## src/rtl/sata_cont_inserter.sv

```systemverilog
// -----------------------------------------------------------------------------
// sata_cont_inserter
//
// Transmit-side SATA link-layer CONT inserter. It watches the outgoing dword
// stream for runs of one repeated primitive. Such a run is sent as P, P, CONT,
// followed by scrambled junk data dwords until the primitive changes. ALIGN
// primitives pass through without breaking a continuation. CONT inputs and
// data dwords pass through unchanged and end any run that is being tracked.
//
// Ports
//   clk        : dword clock, one dword per cycle, no stalls
//   reset      : asynchronous, active-high; clears all state and outputs
//   i_cont_en  : 1 = CONT insertion enabled, 0 = registered bypass
//   i_data     : transmit dword
//   i_datak    : 1 = i_data is a primitive
//   o_data     : output dword (one cycle after the input)
//   o_datak    : primitive flag of o_data
//
// Parameters
//   SEED       : reset value of the 16-bit junk-generator LFSR
// -----------------------------------------------------------------------------
module sata_cont_inserter #(
  parameter logic [15:0] SEED = 16'hFFFF
) (
  input  logic        clk,
  input  logic        reset,
  input  logic        i_cont_en,
  input  logic [31:0] i_data,
  input  logic        i_datak,
  output logic [31:0] o_data,
  output logic        o_datak
);

  // Primitive codes shared with the rest of the link layer.
  localparam logic [31:0] CONT_PRIM  = 32'h9999AA7C;
  localparam logic [31:0] ALIGN_PRIM = 32'h7B4A4ABC;

  // Feedback taps of x^16+x^15+x^13+x^4+1, Galois form. The x^16 term is
  // the bit shifted out of the top of the register.
  localparam logic [15:0] LFSR_TAPS = 16'hA011;

  typedef enum logic [1:0] {
    NONE  = 2'd0,  // nothing tracked
    REP1  = 2'd1,  // tracked primitive sent once
    REP2  = 2'd2,  // tracked primitive sent twice
    CONTD = 2'd3   // CONT sent, junk in progress
  } state_e;

  state_e      state_q,     state_d;
  logic [31:0] last_prim_q, last_prim_d;
  logic [15:0] lfsr_q,      lfsr_d;
  logic [31:0] data_q,      data_d;
  logic        datak_q,     datak_d;

  // ---------------------------------------------------------------------------
  // Junk generator: 32 serial steps of the SATA scrambler LFSR, unrolled into
  // one combinational step. Output bit i is the register MSB before step i.
  // This gives the same dword sequence as the SATA data scrambler.
  // Returns {next_lfsr, junk_word}.
  // ---------------------------------------------------------------------------
  function automatic logic [47:0] scramble_step(input logic [15:0] ctx);
    logic [15:0] c;
    logic [31:0] w;
    // NOTE: inside a function, blocking '=' is right because each loop pass
    // must see the previous pass's value; registers below use '<=' instead.
    c = ctx;
    w = '0;
    for (int i = 0; i < 32; i++) begin
      w[i] = c[15];
      c    = c[15] ? ((c << 1) ^ LFSR_TAPS) : (c << 1);
    end
    return {c, w};
  endfunction

  logic [15:0] lfsr_adv;
  logic [31:0] junk_word;

  assign {lfsr_adv, junk_word} = scramble_step(lfsr_q);

  // ---------------------------------------------------------------------------
  // Input classification
  // ---------------------------------------------------------------------------
  logic is_align;
  logic eligible;
  logic repeat_hit;

  assign is_align = i_datak && (i_data == ALIGN_PRIM);
  assign eligible = i_datak && (i_data != ALIGN_PRIM) && (i_data != CONT_PRIM);

  // A match only counts while a run is being tracked. After a data dword,
  // a CONT or bypass, an equal primitive therefore restarts at REP1.
  assign repeat_hit = (state_q != NONE) && (i_data == last_prim_q);

  // ---------------------------------------------------------------------------
  // State register (also holds the registered outputs and the LFSR)
  // ---------------------------------------------------------------------------
  always_ff @(posedge clk or posedge reset) begin
    if (reset) begin
      state_q     <= NONE;
      last_prim_q <= 32'h0;
      lfsr_q      <= SEED;
      data_q      <= 32'h0;
      datak_q     <= 1'b0;
    end else begin
      state_q     <= state_d;
      last_prim_q <= last_prim_d;
      lfsr_q      <= lfsr_d;
      data_q      <= data_d;
      datak_q     <= datak_d;
    end
  end

  // ---------------------------------------------------------------------------
  // Next-state logic
  // ---------------------------------------------------------------------------
  always_comb begin
    // NOTE: every signal assigned here gets a default first, so no path can
    // leave it unassigned and infer a latch.
    state_d     = state_q;
    last_prim_d = last_prim_q;

    if (!i_cont_en) begin
      state_d = NONE;
    end else if (eligible) begin
      if (!repeat_hit) begin
        state_d     = REP1;
        last_prim_d = i_data;
      end else begin
        unique case (state_q)
          REP1:    state_d = REP2;
          REP2:    state_d = CONTD;
          CONTD:   state_d = CONTD;
          default: state_d = REP1;
        endcase
      end
    end else if (!is_align) begin
      // Data dword or an illegal CONT from upstream ends the run.
      state_d = NONE;
    end
    // An ALIGN keeps state and last_prim, so the continuation survives it.
  end

  // ---------------------------------------------------------------------------
  // Output logic
  // ---------------------------------------------------------------------------
  logic emit_cont;
  logic emit_junk;

  assign emit_cont = i_cont_en && eligible && repeat_hit && (state_q == REP2);
  assign emit_junk = i_cont_en && eligible && repeat_hit && (state_q == CONTD);

  always_comb begin
    data_d  = i_data;
    datak_d = i_datak;
    lfsr_d  = lfsr_q;

    if (emit_cont) begin
      data_d  = CONT_PRIM;
      datak_d = 1'b1;
    end else if (emit_junk) begin
      // Junk is always sent as data, so the PHY never sees it as a primitive.
      data_d  = junk_word;
      datak_d = 1'b0;
      lfsr_d  = lfsr_adv;
    end
  end

  assign o_data  = data_q;
  assign o_datak = datak_q;

endmodule
```

## config.mk

```make
export PLATFORM = sky130hd
export DESIGN_NAME = sata_cont_inserter
export DESIGN_NICKNAME = d
export VERILOG_FILES = /design/src/rtl/sata_cont_inserter.sv
export SDC_FILE = /design/constraint.sdc
export NUM_CORES = 1
export LEC_CHECK = 0
export ABC_AREA = 1
export CAP_MARGIN = 20
export CORE_MARGIN = 3
export CORE_UTILIZATION = 50
export CTS_BUF_LIST = sky130_fd_sc_hd__clkbuf_4
export DETAILED_ROUTE_END_ITERATION = 10
export PLACE_DENSITY = 0.84
export SLEW_MARGIN = 20
export SYNTH_ARGS = -nofsm -noshare
export SYNTH_HDL_FRONTEND = slang
export SYNTH_SLANG_ARGS = --single-unit
```

## constraint.sdc

```tcl
create_clock -name clk -period 7.05 [get_ports clk]
set_input_delay 1.41 -clock clk [delete_from_list [all_inputs] [get_ports clk]]
set_output_delay 1.41 -clock clk [all_outputs]
set_load 0.02 [all_outputs]
```

==> Word level (Yosys, flattened, before mapping) <==
Index checks and enable logic that the tools add are counted.
{ "totals": {"output_inout_bits": 33, "elab_cells": 100, "register_bits": 83, "in_bits": 36} }
{ "op_classes": {"muxes": 41, "n_bitwise": 34, "n_eq_ne": 8, "reduce_logical": 12} }
{ "op_table": {"columns": ["operator", "n"], "rows": [
  ["16-bit two-way mux", 32],
  ["4-bit inverter", 32],
  ["32-bit two-way mux", 2],
  ["32-bit by 31-bit == test with 1-bit output (second input constant)", 1],
  ["32-bit == test", 1],
  ["32-bit by 31-bit inequality test with 1-bit output (second input constant)", 1],
  ["32-bit inequality test (second input constant)", 1],
  ["1-bit logical AND", 8],
  ["2-bit two-way mux", 4],
  ["2-bit == test (second input constant)", 2],
  ["2-bit one-hot mux with 2 select lines", 1],
  ["3-bit by 2-bit inequality test with 1-bit output (second input constant)", 1],
  ["3-bit AND reduction", 1],
  ["2-bit by 1-bit == test with 1-bit output (second input constant)", 1],
  ["1-bit two-way mux", 2],
  ["1-bit inverter", 2],
  ["2-bit AND reduction", 1],
  ["2-bit nonzero test", 1],
  ["2-bit OR reduction", 1]
]} }

==> Logic depth before layout (Yosys ltp) <==
{ "depth": {"depth_word": 64, "depth_mapped": 54} }

==> Least setup slack after synthesis <==
No wires, ideal clock.
{ "synth_timing": {"path_kind": "flip-flop to flip-flop", "from": "register lfsr_q[14]", "to": "register data_q[31] (netlist: o_data[31])", "path_buffers": 0, "path_slack_ns": 2.158, "path_stages_with_launch": 50, "setup_ns": 0.117, "t_required_ns": 6.933, "arrival_time_ns": 4.775, "path_cell_list": "dfstp_2 > inv_1 > nand2_1 > nand3_4 > nand2_4 > nand2_2 > nand3_4 > nand2_4 > nand2_8 > nand3_2 > nand2_2 > nand2_2 > nand2_4 > inv_2 > nand3_1 > nand3_4 > nand2_4 > nand2_2 > [... 14 more ...] > nand3_4 > nand3_2 > nand2_2 > inv_2 > nand2_4 > nand3_4 > nand2_1 > nand2_2 > nand2_4 > nand2_2 > nand2_2 > nand2_2 > nand3_2 > nand2_2 > nand2_2 > nand3_2 > o21ai_1 > inv_1"} }
{ "synth_via": {"elab_chain_cells": 44} }
{ "synth_rtl": {"columns": ["element", "line_no", "source"], "rows": [
  ["start: declaration", "51", "logic [15:0] lfsr_q, lfsr_d;"],
  ["start signal: assignment", "107", "lfsr_q <= lfsr_d;"],
  ["4-bit inverter (no line)", null, null],
  ["16-bit two-way mux * (3 in a row)", "70", "c = c[15] ? ((c << 1) ^ LFSR_TAPS) : (c << 1);"],
  ["4-bit inverter (no line)", null, null],
  ["16-bit two-way mux * (3 in a row)", "70", null],
  ["4-bit inverter (no line)", null, null],
  ["16-bit two-way mux * (3 in a row)", "70", null],
  ["4-bit inverter (no line)", null, null],
  ["16-bit two-way mux * (3 in a row)", "70", null],
  ["[... 17 more ...]", null, null],
  ["16-bit two-way mux * (3 in a row)", "70", null],
  ["4-bit inverter (no line)", null, null],
  ["16-bit two-way mux * (3 in a row)", "70", null],
  ["4-bit inverter (no line)", null, null],
  ["16-bit two-way mux *", "70", null],
  ["32-bit two-way mux *", "160", "end else if (emit_junk) begin"],
  ["32-bit two-way mux *", "157", "if (emit_cont) begin"],
  ["via data_d[31]", "52", "logic [31:0] data_q, data_d;"],
  ["end signal: assignment", "108", "data_q <= data_d;"],
  ["end: declaration", "52", null]
]} }
Mark *: on every way through the listed nets, which the timed path passes. The rest lies on a longest branch.
A chain may end at the register's enable or synchronous reset.

==> Final worst setup path <==
Ends and elaborated chain as after synthesis.

==> results.md <==
- Setup violations, final: 0
- Avg WL per Cell: 18.0 um
- Post-synth EDFFs: 0
- Fmax: around 0.17 GHz
- Vias in the first global route: roughly 5500
- Hold-fix buffers, CTS: 0
- CP max stage cell: dfstp_2
- Met2 Track Usage GR: 0.437
- Post-place setup slack: roughly 1.3 ns
- Mux share of post-synthesis cell area: 0.00183
- Layout cells sized above 1: 0.215
- Critical Path Most Common Cell: nand2_2
- Synth Area in Compound Gates: 0.0823
- Boundary Pins: 69
- Most frequent cells in the layout: 172 x nand2_1, 99 x inv_1, 77 x nand3_1
- CTS root buf: clkbuf_4
- Worst vdd ir: 0.0000978 V
- Initial Util: 0.525
- GRT busiest layer: met2
- Commonest non-fill, non-tap cell in the layout: nand2_1
- First-pass detailed-route iteration total: 5
- Syn_nets: about 840
- Die H: 117 um
- Port bufs: 68
- Async S/R FF share, synth: 1.00
- YS warnings: 0
- Seq/Total Area, Yosys: 0.341
- Setup TNS: 0 ns
- Mapped Area: 6140 sq um
- GR Util met3: 0.0519
- Finished layout cell area: just over 7000 sq um
- Final ANT Viol Nets: 0
- Yosys reg bits: 83
- Post-DP HPWL: 15.1 mm
- CTS Buf Count: 9
- Slew Viols, Final: 0
- Kind of critical path: reg2reg
- Via-per-instance ratio: 5.69
- Num rows: 39
- Synth Area in Adders: 0
- Max-capacitance violation count: 0
- CTS H-Tree Depth: 3
- Least-Margin Pin Slew: 0.915 ns
- First-pass GRT wire length: 29.3 mm
- Total Routed Length: roughly 18 mm
- Clk_skew: 0.0244 ns
- Bufs on Longest Clock Path: 2
- Pwr dens: approximately 150 nW/um^2
- R2r setup slk: ~1.1 ns
- Worst Setup SP: lfsr_q[14]
- Crit-path max cell delay: 0.59 ns
- DP Area: 6990 sq um
- DRC marker count from the first detailed-route iteration: about 730
- Startpoint Class: register
- Die ar.: 13700 sq um
- Residual DRC: 0
- Post-layout net count: 909
- Core Box Area: ~12000 sq um
- Depth of the most critical reg-to-reg path: 49
- Gr usage total: 0.280
- Clock transition at the registers of the reported paths: 0.13 ns
- Initial antenna violation count: 0
- Rel. slew slack: 0.385
- Required time worst endpoint: 7.40 ns
- Minimum clock period: about 6 ns
- Critical Path Sink Type: register
- Setup bufs post-CTS: 0
- Synth top area share: 0.273
- Most used DFF post-synth: dfrtp_1
- Critical Path Sink: o_data[31]
- Status: complete, no violations
- RSZ-0062 raised after global routing: no
- Ratio of final minimum period to clock period: 0.839
- GRT overflow: 0
- Width of the die: ~120 um
- GP Congestion: about 0.96
- Synth area leader: dfrtp_1
- Reg2reg start: lfsr_q[14]
- Hold Crit Class: reg2reg
- Post-route worst setup slack: around 1.1 ns
- Final hold vios: 0
- Yosys cell types: 39
- Top fanout value on the critical path: 6
- Met1 Use GR: 0.393
- Number of gates resized after CTS: 0
- Cells after Synth: 802
- Diodes inserted: 0
- Critical R2R Capture: o_data[31]
- Post-Synth Simple-Gate Area: 0.441
- Via count: 5806
- Top post-synthesis cells by area: dfrtp_1 27%, nand2_1 11%, dfstp_2 6.8%, nand3_1 6.3%, inv_1 6.1%
- Post-Synth XOR/XNOR Area: 0.0527
- Syn Area/Cell: 7.66 sq um
- Clock Latency Late Sink: 0.46 ns
- P_leak: between 3 and 4 nW
- Syn-to-layout area delta: 16.9%
- Pin count of the biggest net entering global routing: 59
- Clock sink count: 83
- CTS tree: built
- Crit path DAT: 6.27 ns
- Main combinational cell family by area after synthesis: simple AND/OR/NAND/NOR gates
-- layout make-up --
type                    instances  area, sq um
clock buffers                   9         67.6
clock inverters                 7          128
fillers                      1045         4530
inverters                     120          452
multi-input cells             587         3550
flip-flops and latches         83         2100
well taps                     143          179
repair buffers                 72          711
-- synthesized netlist by cell type, drive strengths merged (12+ instances only) --
library cell and instances:
nand2 246, or2 14, dfrtp 67, o21ai 56, dfstp 16, o22ai 18, nand3 121, xor2 26
nor4 19, nor2 22, nand4 12, inv 118
-- per-layer routing --
metal / share of wire / wire, um
met1: 0.44 / 8090
met2: 0.45 / 8290
met3: 0.083 / 1520
met4: 0.027 / 491
met5: 0 / 0
-- registers in the layout (all words and copies together) (netlist names) --
name         flops
state_q          2
o_datak          1
o_data          32
last_prim_q     32
lfsr_q          16
-- stage by stage --
step | util | std cells | total power, mW | hold WS, ns
CTS | 0.613 | 1021 | 1.09 | 0.499
global route | 0.613 | 1021 | 1.14 | 0.526
finish | 0.613 | 1021 | 1.09 | 0.503
global placement | 0.596 | 1005 | 0.723 | 0.464
detailed placement | 0.596 | 1005 | 0.727 | 0.474
floorplan | - | 802 | 0.641 | 0.453
-- kinds of logic (layout without fill, tap and decap cells) --
| group | Yosys count | count (layout) |
|---|---|---|
| simple gates | 458 | 458 |
| mux | 1 | 1 |
| flops | 83 | 83 |
| compound gates | 91 | 91 |
| xor+xnor | 37 | 37 |
| buf+inv | 132 | 208 |
-- how the worst min path moves through the flow --
stage                     slack [ns]            from             end  depth (start not counted)
after CTS                       0.50       lfsr_q[3]       lfsr_q[3]                          2
final                           0.50  last_prim_q[3]  last_prim_q[3]                          2
after global routing            0.53      lfsr_q[14]      lfsr_q[14]                          2
after detailed placement        0.47       lfsr_q[3]       lfsr_q[3]                          2
after floorplan                 0.45  last_prim_q[3]  last_prim_q[3]                          2
after global placement          0.46       lfsr_q[3]       lfsr_q[3]                          2
-- critical path: cells and delay by family, from the launching register on --
kind,cells,cell delay (ns)
flops,1,0.59
compound gates,1,0.12
buf+inv,4,0.30
simple gates,44,4.79
-- where the power goes --
group / switching [mW] / leakage (nW) / internal (mW)
Combinational: 0.114 / 2.41 / 0.0770
Sequential: 0.0209 / 0.971 / 0.510
Clock: 0.185 / 0.103 / 0.186
Total: 0.320 / 3.48 / 0.772
No activity file was read; power rests on OpenSTA's default activity.
